### src/rtl/register_file_mp.sv
// Multi-read-port register file: one byte-masked write port and NUM_RD registered
// read ports with optional same-cycle write bypass and hardwired-zero entry 0.
module register_file_mp #(
  parameter int WIDTH     = 32,
  parameter int N         = 32,
  parameter int NUM_RD    = 2,
  parameter int BYPASS    = 1,
  parameter int ZERO_REG0 = 1,
  localparam int AW       = $clog2(N),
  localparam int NB       = WIDTH / 8
) (
  input  logic                    clk,
  input  logic                    rst,
  input  logic                    write_en,
  input  logic [AW-1:0]           write_addr,
  input  logic [NB-1:0]           write_mask,
  input  logic [WIDTH-1:0]        data_in,
  input  logic [NUM_RD-1:0]       read_en,
  input  logic [NUM_RD*AW-1:0]    read_addr,
  output logic [NUM_RD*WIDTH-1:0] data_out,
  output logic [NUM_RD-1:0]       data_out_valid
);

  logic [WIDTH-1:0] mem_q [N];
  logic             wr_ok;
  logic [WIDTH-1:0] wr_cur;
  logic [WIDTH-1:0] wr_merged;

  // The merged word is shared by the storage update and the bypass path.
  always_comb begin
    wr_ok  = write_en && (int'(write_addr) < N) &&
             !((ZERO_REG0 != 0) && (write_addr == '0));
    wr_cur = (int'(write_addr) < N) ? mem_q[write_addr] : '0;
    for (int b = 0; b < NB; b++)
      wr_merged[8*b +: 8] = write_mask[b] ? data_in[8*b +: 8] : wr_cur[8*b +: 8];
  end

  always_ff @(posedge clk or posedge rst) begin
    if (rst) begin
      for (int i = 0; i < N; i++) mem_q[i] <= '0;
    end else if (wr_ok) begin
      mem_q[write_addr] <= wr_merged;
    end
  end

  for (genvar p = 0; p < NUM_RD; p++) begin : g_rd
    logic [AW-1:0]    ra;
    logic             rd_ok;
    logic [WIDTH-1:0] rdata_d;
    logic [WIDTH-1:0] data_q;
    logic             vld_q;

    assign ra = read_addr[p*AW +: AW];

    always_comb begin
      rd_ok   = (int'(ra) < N) && !((ZERO_REG0 != 0) && (ra == '0));
      rdata_d = '0;
      if (rd_ok) begin
        if ((BYPASS != 0) && wr_ok && (write_addr == ra)) rdata_d = wr_merged;
        else                                              rdata_d = mem_q[ra];
      end
    end

    always_ff @(posedge clk or posedge rst) begin
      if (rst) begin
        data_q <= '0;
        vld_q  <= 1'b0;
      end else begin
        vld_q <= read_en[p];
        if (read_en[p]) data_q <= rdata_d;
      end
    end

    assign data_out[p*WIDTH +: WIDTH] = data_q;
    assign data_out_valid[p]          = vld_q;
  end

endmodule
### config.mk
export PLATFORM = sky130hd
export DESIGN_NAME = register_file_mp
export DESIGN_NICKNAME = d
export VERILOG_FILES = /design/src/rtl/register_file_mp.sv
export SDC_FILE = /design/constraint.sdc
export NUM_CORES = 2
export LEC_CHECK = 0
export ABC_AREA = 1
export BUFFER_PORTS_ARGS = -buffer_cell sky130_fd_sc_hd__buf_2
export CORE_MARGIN = 10
export CORE_UTILIZATION = 28
export DETAILED_ROUTE_END_ITERATION = 12
export PLACE_DENSITY_LB_ADDON = 0.15
export SYNTH_ARGS = -nofsm -noshare
export SYNTH_HDL_FRONTEND = slang
export SYNTH_SLANG_ARGS = --single-unit
### constraint.sdc
create_clock -name clk -period 92.4 [get_ports clk]
set_input_delay 0 -clock clk [delete_from_list [all_inputs] [get_ports clk]]
set_output_delay 0 -clock clk [all_outputs]
set_load 0.01 [all_outputs]
# After elaboration in Yosys (flattened, before gate mapping)
# Cells that the tools add are included.
[totals]
in_bits = 56
elab_cells = 73
register_bits = 1090
[classes]
n_reduce_logical = 8
mux = 20
n_bitwise = 3
n_lt_le_gt_ge = 4
eq_ne = 2
[op_table]
columns = ["op", "n"]
rows = [
  ["bitwise mux 1024 bit", 1],
  ["binary-select mux 32 bit (select 5 bit)", 3],
  ["two-way mux 32 bit", 11],
  ["demux 32 bit (select 5 bit)", 1],
  ["two-way mux 8 bit", 4],
  [">= comparator 6 bit, second input constant", 3],
  ["inverter 5 -> 6 bit", 3],
  ["zero test 5 bit", 3],
  ["== test 5 bit", 2],
  ["less-than comparator 6 x 1 -> 1 bit, second input constant", 1],
  ["logical AND 1 bit", 4],
  ["zero test 1 bit", 1],
]

# Longest topological paths before layout
[logic_depth]
ltp_word = 7
ltp_mapped = 16
ltp_nobuf = 13

# Least setup slack after synthesis
# No wires, ideal clock.
[synth_path]
path_type = "input to register"
start = "input write_addr[0]"
end = "register mem_q[16] in the netlist's numbering"
arrival_ns = 1.402
setup_slack_ns = 90.868
t_required_ns = 92.271
setup_time_ns = 0.129
cell_stages = 15
path_cell_list = "buf_6 > buf_6 > buf_6 > nand2_2 > buf_2 > nor2_1 > nor2_1 > nand2_1 > nand2_1 > nand2_1 > inv_1 > nand3_1 > nand2_2 > buf_2 > o21ai_1"
[synth_via]
elab_chain_len = 6
[synth_lines]
columns = ["element", "line", "rtl"]
rows = [
  ["start: declaration", "15", "input logic [AW-1:0] write_addr,"],
  ["inverter 5 -> 6 bit (not written as such)", "33, 42", ""],
  [">= comparator 6 bit (not written as such), or another cell as far along", "42", "mem_q[write_addr] <= wr_merged;"],
  ["logical AND 1 bit (not written as such) or two-way mux 32 bit (tied branches)", "42, 33", ""],
  ["two-way mux 32 bit, on equally long branches", "42, 33", ""],
  ["demux 32 bit (select 5 bit) or two-way mux 8 bit (tied branches)", "42, 35", ""],
  ["bitwise mux 1024 bit", "42", ""],
  ["end signal: indexed assignment", "42", ""],
  ["end: declaration", "24", "logic [WIDTH-1:0] mem_q [N];"],
]
# Parallel ways exist; a longest one is shown, timed or not. The select of a mux whose other input is x is not followed.
# A chain may end at the register's enable or synchronous reset.

# Worst setup path after layout
[layout_path]
start = "input read_addr[0]"
end = "register g_rd[0].data_q[17]"
[layout_via]
elab_chain_len = 6
[layout_lines]
columns = ["element", "line", "rtl"]
rows = [
  ["start: declaration", "19", "input logic [NUM_RD*AW-1:0] read_addr,"],
  ["inverter 5 -> 6 bit (not written as such)", "60", "else rdata_d = mem_q[ra];"],
  ["binary-select mux 32 bit (select 5 bit)", "60", ""],
  ["two-way mux 32 bit (not written as such) (2 in a row)", "60", ""],
  ["two-way mux 32 bit", "59", "if ((BYPASS != 0) && wr_ok && (write_addr == ra)) rdata_d = wr_merged;"],
  ["two-way mux 32 bit *", "58", "if (rd_ok) begin"],
  ["end signal: assignment", "70", "if (read_en[p]) data_q <= rdata_d;"],
  ["end: declaration", "50", "logic [WIDTH-1:0] data_q;"],
]
# Mark *: on every way between the ends. The rest lies on a longest branch, timed or not. The select of a mux whose other input is x is not followed.

==> flow_metrics.env <==
export IMPL_drive_above_1_share_pct=5.15
export IMPL_switchingPower_w=0.000583
export IMPL_avgSynthCellArea_sq_um=5.98
export IMPL_cts_buffer_depth=3
export IMPL_r2r_cells=11
export IMPL_fin_worst_skew_ps=32.7
export IMPL_start_util_pct=28.1
export IMPL_finalCritPeriodShare_pct=4.62
export IMPL_synth_top_area_share_pct=37.5
export IMPL_drc=0
export IMPL_via_per_inst=5.28
export IMPL_yosys_cell_types_count=27
export IMPL_fp_dieArea_sq_um=281000
export IMPL_cts_sinks=1090
export IMPL_p_comb_share_pct=23.8
export IMPL_worstSkewPairLatency_ps=820
export IMPL_grt_pass1_wl_um=554000
export IMPL_first_pass_iters=8
export IMPL_final_hold_violation_count=0
export IMPL_syn_nets=12200
export IMPL_core_sq_um=259000
export IMPL_p_seq_share_pct=39.4
export IMPL_status="finished clean"
export IMPL_tns_ps=0
export IMPL_yosys_top_cells_area="dfrtp_1 (37%), nand2_1 (31%), nand3_1 (7.9%), o21ai_0 (6.1%), nor2_1 (5.1%)"
export IMPL_swShare_pct=36.1
export IMPL_synth_top_family_by_area="simple AND/OR/NAND/NOR gates"
export IMPL_grt_pass1_vias=75800
export IMPL_area_delta_synth_final_pct=10.4
export IMPL_detail_route_antenna_nets=0
export IMPL_maxSlewHeadroom_pct=14.8
export IMPL_fmax_mhz=234
export IMPL_leakage_nw=40.5
export IMPL_synthXorXnorAreaFrac_pct=0.0602
export IMPL_path_clk_slew_ps=60
export IMPL_p_per_area_nw_per_um2=20.1
export IMPL_path_max_fanout=208
export IMPL_start_kind="primary input"
export IMPL_hold_class="in2reg"
export IMPL_gr_total_overflow=0
export IMPL_clockPowerShare_pct=36.9
export IMPL_cts_buffers_inserted=141
export IMPL_synth_warnings=0
export IMPL_vias=80200
export IMPL_layout_common_cells="nand2_1 (5901), nand3_1 (1141), dfrtp_1 (1090), nor2_1 (986), o21ai_0 (886)"
export IMPL_num_io_pins=122
export IMPL_fin_crit_ps=4260
export IMPL_holdWs_ps=76.5
export IMPL_cts_root_buffer="clkbuf_16"
export IMPL_holdBufCountCts=13
export IMPL_maxCapViolCount=0
export IMPL_yosysTopAreaCell="dfrtp_1"
export IMPL_muxShareOfSynthArea_pct=0
export IMPL_num_rows=187
export IMPL_fp_dieW_um=530
export IMPL_synthSimpleGateAreaFrac_pct=44.0
export IMPL_final_nets=11700
export IMPL_grt_max_degree=209
export IMPL_ys_seq_elements=1090
export IMPL_yosys_area_share_adder_pct=0
export IMPL_wl_per_cell_um=25.3
export IMPL_intPower_w=0.00103
export IMPL_hpwl_um=204000
export IMPL_htree_levels=4
export IMPL_io_buffers=121
export IMPL_syn_instance_count=12200
export IMPL_final_common_cell="nand2_1"
export IMPL_crit_arrival_ps=5010
export IMPL_worst_pin_slew_ps=1280
export IMPL_holdPathStages=7
export IMPL_synth_compound_area_share_pct=9.18
export IMPL_ys_seq_area_share_pct=37.5
export IMPL_netlist_area_sq_um=72800
export IMPL_cp_required_ps=93150
export IMPL_die_h_um=530
export IMPL_final_max_slew_viol_count=0
export IMPL_cts_resized=0
export IMPL_setup_viol=0
export IMPL_totalWireLength_um=384000
export IMPL_rsz0062_at_grt="no"
export IMPL_max_vdd_ir_drop_uv=21.0
export IMPL_crit_type="in2reg"
export IMPL_drt_iter0_markers=9735
export IMPL_cts_tree="built"
export IMPL_gp_congestion=0.840
export IMPL_track_usage_pct=26.6
export IMPL_post_cts_buffers=0
export IMPL_crit_path_end_kind="register"
export IMPL_antenna_found_initial=16
[stage by stage]
step | worst slack, ps | total power [W] | instances | instance area (sq um) | utilization [%]
final | 88140 | 0.00162 | 15200 | 80400 | 31.0
after global routing | 87900 | 0.00171 | 15200 | 80400 | 31.0
after CTS | 88260 | 0.00162 | 15200 | 80300 | 31.0
after detailed placement | 87400 | 0.00102 | 14900 | 75300 | 29.1
after global placement | 87380 | 0.00102 | 14900 | 75300 | 29.1
after floorplan | 61710 | 0.000893 | 12200 | 72800 | -
[power by group through the flow]
stage                     registers, W  clock network (W)  logic [W]
after CTS                     0.000635           0.000605   0.000380
after global placement        0.000642                  0   0.000374
after floorplan               0.000624                  0   0.000269
final                         0.000637           0.000596   0.000384
after global routing          0.000649           0.000624   0.000437
after detailed placement      0.000642                  0   0.000379
[cell families after synthesis]
| family | after synthesis |
|---|---|
| compound gates | 1302 |
| xor+xnor | 5 |
| flops | 1090 |
| buf+inv | 1658 |
| simple gates | 8111 |
[registers in the layout, summed over array words and instances (netlist names)]
signal and cells:
g_rd.vld_q 2, mem_q 1024, g_rd.data_q 64
[worst max-delay path: stages]
cell and delay [ps]:
buf_8 480, buf_12 810, buf_4 750, buf_4 800, buf_4 910, nand2_1 140, nand3_1 120, nand2_1 60
nor2_1 130, nand2_1 80, nand3_1 130, nand2_1 60, a21oi_1 120, nand2_1 70, nand2_1 50
[synthesized netlist by cell type]
cell,instances
clkinv_1,1
clkbuf_1,545
nand2_1,5936
buf_1,73
o21ai_0,886
dfrtp_1,1090
a21oi_1,98
or2_2,1
nand3_1,1142
nor2_2,1
inv_4,4
nor3_2,4
buf_6,6
buf_4,31
buf_2,289
o211ai_1,63
xor2_1,4
xnor2_1,1
nor2_1,990
inv_2,11
o21ai_1,254
nand2_2,29
a211oi_2,1
nor3_4,4
nand4_1,3
nor3_1,1
inv_1,698
[area by class of cell]
| cell class | instances | area (sq um) |
|---|---|---|
| diodes | 8 | 20.0 |
| clock buffers | 216 | 4400 |
| clock inverters | 42 | 494 |
| fillers | 28900 | 179000 |
| inverters | 714 | 2750 |
| multi-input cells | 9418 | 39100 |
| flip-flops and latches | 1090 | 27300 |
| well taps | 3402 | 4260 |
| repair buffers | 283 | 2080 |
[final timing paths]
check                                        start                        endpoint  slack (ps)
setup / recovery                      read_addr[0]  g_rd[0].data_q[17]$_DFFE_PP0P_       88140
hold / removal                         data_in[22]  g_rd[1].data_q[22]$_DFFE_PP0P_          80
setup reg to reg            mem_q[579]$_DFFE_PP0P_          mem_q[419]$_DFFE_PP0P_       90020
hold reg to reg            mem_q[1010]$_DFFE_PP0P_         mem_q[1010]$_DFFE_PP0P_         420
max in group asynchronous                      rst          mem_q[838]$_DFFE_PP0P_       88770
min in group asynchronous                      rst  g_rd[1].data_q[21]$_DFFE_PP0P_         530
[per-layer routing]
layer / up-vias / global-route usage (%) / part of all wire (%)
met4: 2 / 11.2 / 4.9
met1: 38400 / 36.2 / 43
met2: 4249 / 41.6 / 43
li1: 36700 / - / -
met3: 868 / 4.30 / 8.9
met5: - / 0 / 0.0047
Power figures use the tool's default switching activity.
